$ cat src/rtl/osc_freq_monitor.sv
`default_nettype none
// ============================================================================
// Module   : osc_freq_monitor
// Brief    : Counts synchronized rising edges of an on-chip oscillator over a
//            fixed system-clock window and flags out-of-band or lost clock.
//            Optional sticky fault interrupt when OSC_MON_IRQ_EN is defined.
// Revision : 1.0 - initial release
// ============================================================================
module osc_freq_monitor #(
  parameter int WINDOW_CYCLES = 500000,
  parameter int COUNT_W       = 16,
  parameter int LIMIT_LO      = 320,
  parameter int LIMIT_HI      = 336
) (
  input  logic               clk,
  input  logic               rst_n,
  input  logic               enable,
  input  logic               mon_clk,
  output logic [COUNT_W-1:0] freq_count,
  output logic               count_valid,
  output logic               freq_ok,
  output logic               clk_lost,
  output logic               busy
`ifdef OSC_MON_IRQ_EN
  ,
  output logic               irq,
  input  logic               irq_clr
`endif
);

  localparam int                 c_win_w    = (WINDOW_CYCLES > 1) ? $clog2(WINDOW_CYCLES) : 1;
  localparam logic [c_win_w-1:0] c_win_last = c_win_w'(WINDOW_CYCLES - 1);
  localparam logic [COUNT_W-1:0] c_cnt_max  = '1;
  localparam logic [COUNT_W-1:0] c_limit_lo = COUNT_W'(LIMIT_LO);
  localparam logic [COUNT_W-1:0] c_limit_hi = COUNT_W'(LIMIT_HI);

  typedef enum logic [1:0] {
    S_IDLE    = 2'd0,
    S_MEASURE = 2'd1,
    S_DONE    = 2'd2
  } state_t;

  state_t r_state;
  state_t w_state_next;

  logic               r_s1;
  logic               r_s2;
  logic               r_s3;
  logic               w_edge;
  logic [c_win_w-1:0] r_win_cnt;
  logic [COUNT_W-1:0] r_edge_cnt;
  logic               w_win_last;
  logic               w_in_band;
  logic               w_lost;
  logic [COUNT_W-1:0] r_freq_count;
  logic               r_count_valid;
  logic               r_freq_ok;
  logic               r_clk_lost;

  // mon_clk is asynchronous: two flops for metastability, a third for edge detect
  always_ff @(posedge clk or negedge rst_n) begin
    if (!rst_n) begin
      r_s1 <= 1'b0;
      r_s2 <= 1'b0;
      r_s3 <= 1'b0;
    end else begin
      r_s1 <= mon_clk;
      r_s2 <= r_s1;
      r_s3 <= r_s2;
    end
  end

  assign w_edge     = r_s2 & ~r_s3;
  assign w_win_last = (r_win_cnt == c_win_last);
  assign w_in_band  = (r_edge_cnt >= c_limit_lo) && (r_edge_cnt <= c_limit_hi);
  assign w_lost     = (r_edge_cnt == '0);

  always_ff @(posedge clk or negedge rst_n) begin
    if (!rst_n) begin
      r_state <= S_IDLE;
    end else begin
      r_state <= w_state_next;
    end
  end

  always_comb begin
    w_state_next = r_state;
    busy         = 1'b0;
    case (r_state)
      S_IDLE: begin
        if (enable) begin
          w_state_next = S_MEASURE;
        end
      end
      S_MEASURE: begin
        busy = 1'b1;
        if (!enable) begin
          w_state_next = S_IDLE;
        end else if (w_win_last) begin
          w_state_next = S_DONE;
        end
      end
      S_DONE: begin
        w_state_next = enable ? S_MEASURE : S_IDLE;
      end
      default: begin
        w_state_next = S_IDLE;
      end
    endcase
  end

  // Counters only run in MEASURE; an abort discards the partial window
  always_ff @(posedge clk or negedge rst_n) begin
    if (!rst_n) begin
      r_win_cnt  <= '0;
      r_edge_cnt <= '0;
    end else begin
      if (r_state == S_MEASURE && enable) begin
        r_win_cnt <= w_win_last ? '0 : r_win_cnt + 1'b1;
        if (w_edge && (r_edge_cnt != c_cnt_max)) begin
          r_edge_cnt <= r_edge_cnt + 1'b1;
        end
      end else begin
        r_win_cnt  <= '0;
        r_edge_cnt <= '0;
      end
    end
  end

  always_ff @(posedge clk or negedge rst_n) begin
    if (!rst_n) begin
      r_freq_count  <= '0;
      r_count_valid <= 1'b0;
      r_freq_ok     <= 1'b0;
      r_clk_lost    <= 1'b0;
    end else begin
      r_count_valid <= (r_state == S_DONE);
      if (r_state == S_DONE) begin
        r_freq_count <= r_edge_cnt;
        r_freq_ok    <= w_in_band;
        r_clk_lost   <= w_lost;
      end
    end
  end

  assign freq_count  = r_freq_count;
  assign count_valid = r_count_valid;
  assign freq_ok     = r_freq_ok;
  assign clk_lost    = r_clk_lost;

`ifdef OSC_MON_IRQ_EN
  logic r_irq;
  logic w_irq_set;

  // Set is registered alongside the results so it appears with count_valid
  assign w_irq_set = (r_state == S_DONE) && (!w_in_band || w_lost);

  always_ff @(posedge clk or negedge rst_n) begin
    if (!rst_n) begin
      r_irq <= 1'b0;
    end else if (w_irq_set) begin
      r_irq <= 1'b1;
    end else if (irq_clr) begin
      r_irq <= 1'b0;
    end
  end

  assign irq = r_irq;
`endif

endmodule
`default_nettype wire

$ cat config.mk
export PLATFORM = sky130hd
export DESIGN_NAME = osc_freq_monitor
export DESIGN_NICKNAME = d
export VERILOG_FILES = /design/src/rtl/osc_freq_monitor.sv
export SDC_FILE = /design/constraint.sdc
export NUM_CORES = 1
export LEC_CHECK = 0
export ABC_CLOCK_PERIOD_IN_PS = 1700
export CAP_MARGIN = 25
export CELL_PAD_IN_SITES_DETAIL_PLACEMENT = 0
export CELL_PAD_IN_SITES_GLOBAL_PLACEMENT = 1
export CORE_UTILIZATION = 41
export DETAILED_ROUTE_END_ITERATION = 6
export GPL_TIMING_DRIVEN = 1
export PLACE_DENSITY_LB_ADDON = 0.2
export REMOVE_ABC_BUFFERS = 1
export SLEW_MARGIN = 10
export SYNTH_ARGS = -nofsm -noshare
export SYNTH_HDL_FRONTEND = slang
export SYNTH_SLANG_ARGS = --single-unit
$ cat constraint.sdc
create_clock -name clk -period 1.7 [get_ports clk]
set_input_delay 0.34 -clock clk [delete_from_list [all_inputs] [get_ports clk]]
set_output_delay 0.34 -clock clk [all_outputs]
set_load 0.01 [all_outputs]
==> metrics <==
run status=complete, but fails checks; violated checks=negative hold slack; vias in the first global route=2091; Die Height=approximately 86 um; Worst-path clk slew=around 70 ps; DP Wirelength=roughly 4.4 mm; initial antenna violation count=0; WP data required=a little under 2000 ps; Setup crit start kind=flip-flop; Hold Buf Count CTS=0; Worst IR Drop VDD=0.461 mV; Post-route DRC=0; later-pin clock latency in the skew report=~330 ps; achievable clock frequency=~600 MHz; Lkg Pwr=between 1.5 and 2 nW; Slew headroom=about three quarters; io pins=24; Post-Place Cells=about 420; clk sinks=about 60; unrepaired setup endpoints after global routing=yes; CTS tree=built; main flop type after synthesis=dfrtp_1; number of synthesized register bits=59; number of routed nets with antenna violations=0; DIE AREA=7390 um2; PnR worst setup slack=between 70 and 80 ps; CP Data Arrival Time=1870 ps; synth-to-layout area growth=28.2%; Max Root-Sink Buffers=2; number of flops mapped to enable cells by yosys=0; Yosys warning count=0; nets@finish=about 340; initial DRC count=162; critical path class=flip-flop to flip-flop; final hold vios=5; clock buffer count from CTS=9; Die W=between 80 and 90 um; global route overflow=0; Routed Wire Length=around 6.3 mm; Mean Syn Cell Area=10.2 um2; synthesized cell area=2890 um2; Yosys cell types=between 40 and 50; Final period util=a little over nine tenths; Starting Density=a little over two fifths; largest net degree at the start of global routing=60; share of layout cells above drive strength 1=around 22%; row count=30; GPL Wtd Cong=~0.78; worst-margin pin slew=between 300 and 400 ps; skew final=between 7 and 8 ps; Vias=2261; H-tree levels=3; Post-Layout Cell Count=about 440; core area=approximately 6800 um2; PD cells=roughly 780 nW/um2; Syn Inst Count=between 200 and 300; Via density=5.19; worst-path maximum fanout=6; final-report setup violation count=0; Worst Hold Slack=-9.00 ps; first-pass GRT wire length=roughly 11 mm; type of destination of the critical path=flip-flop; Async SR Flop Fraction=100%; worst slack, placed=79.4 ps; GRT Overall Usage=between 10% and 20%; worst min path class=input port to async pin; DR pass1 iterations=4; # diodes=0; max cap viols=0; WL per Instance=14.4 um; # port buffers=23; clock root buffer master=clkbuf_8; sequential area share after synthesis=between 50% and 60%; Tmin final=1620 ps; final slew viol count=0
metal layers:
layer | up-vias | track usage (%) | routed length, um
li1 | 1113 | - | -
met1 | 1100 | 28.9 | 3280
met2 | 40 | 25.1 | 2730
met3 | 8 | 4.14 | 164
met4 | 0 | 9.70 | 109
met5 | - | 0 | 0
synthesized netlist by cell type, drive strengths merged, types with 2 or more instances:
master  count  share of area [%]
mux2i       6                2.1
nand3      14                2.9
and4        3               0.95
and3        3               0.65
a31oi       5                1.1
a21oi       7                1.2
clkbuf      9                1.3
or3         3               0.65
dfrtp      59                 51
mux2       12                4.7
inv        10                1.3
a211oi      5                1.3
nor3       11                2.1
nand4      12                3.3
nand2b      5                1.1
xnor2       9                2.7
nor4       12                3.0
xor2        6                1.8
nor2       26                3.4
buf         7                1.3
o21ai       8                1.8
nand2      30                3.9
o41ai       2               0.61
nand4b      2               0.61
ha          3                1.3
state kept, by name (all words and copies together), names as in the netlist:
| register | count |
|---|---|
| r_state | 2 |
| r_s2 | 1 |
| freq_ok | 1 |
| freq_count | 16 |
| r_edge_cnt | 16 |
| r_win_cnt | 19 |
| r_s1 | 1 |
| clk_lost | 1 |
| r_s3 | 1 |
| count_valid | 1 |
final cells by class:
type                    count  area, um2
multi-input cells         198       1350
repair buffers             57        517
clock buffers              15        176
clock inverters             1       30.0
well taps                  96        120
inverters                  10       37.5
fillers                   610       3090
flip-flops and latches     59       1480
worst max-delay path, cell delays in order (launching register included):
cell,delay (ps)
dfrtp_1,350
ha_1,190
nand4b_1,290
nor3_1,250
buf_4,170
a31oi_1,80
a211oi_1,200
final timing paths:
| check | endpoint | slack (ps) | from | depth (start not counted) |
|---|---|---|---|---|
| setup / recovery | r_edge_cnt[10] | 80 | r_edge_cnt[1] | 6 |
| hold / removal | freq_count[6] | -9 | rst_n | 2 |
| min in group clk | r_s2 | 360 | r_s1 | 0 |
| max in group asynchronous | freq_count[4] | 1420 | rst_n | 2 |
| hold reg to reg | r_s2 | 360 | r_s1 | 0 |
| setup reg to reg | r_edge_cnt[10] | 80 | r_edge_cnt[1] | 6 |
where the power goes:
part / switching (W) / internal (W) / leakage, nW / total, W
clock network: 0.000534 / 0.000800 / 0.104 / 0.00133
registers: 0.0000106 / 0.00142 / 0.813 / 0.00143
logic: 0.0000881 / 0.0000544 / 0.691 / 0.000143
total: 0.000633 / 0.00227 / 1.61 / 0.00290
placed cells by master, fill, tap and decap left out, types with 5 or more instances in the layout:
cell             instances
mux2i_1                  6
buf_4                   31
a211oi_1                 5
nand4_1                 10
inv_1                   10
dfrtp_1                 58
nand2b_1                 5
xnor2_1                  9
a31oi_1                  5
o21ai_0                  7
nor4_1                   6
xor2_1                   6
clkbuf_8                12
nor4_2                   5
nand2_1                 30
clkdlybuf4s50_1         21
nor2_1                  26
mux2_2                  12
nor3_1                  10
nand3_1                 13
a21oi_1                  7
repair_timing:
action                     4_1_cts  5_1_grt
hold endpoints to repair         0        0
gates resized for setup          1        9
setup endpoints to repair        1       22
setup buffers                    0        2
pin swaps                        0        3
cells by family (layout without fill, tap and decap cells):
group	Yosys count	count (layout)	share of synthesized area [%]
simple gates	128	128	24.3
flops	59	59	51.1
compound gates	34	34	8.10
buf+inv	26	83	3.85
mux	18	18	6.76
xor+xnor	15	15	4.55
fa+ha+maj	3	3	1.30
per-stage QoR:
stage	TNS [ps]	util [%]	area [um2]	total power, W
5_1_grt	-137	54.5	3700	0.00302
6_report	0	54.5	3700	0.00290
2_1_floorplan	0	-	2820	0.00150
3_5_place_dp	0	50.6	3440	0.00160
3_3_place_gp	0	50.6	3440	0.00159
4_1_cts	0	53.6	3640	0.00293
No activity file was read; power rests on OpenSTA's default activity.
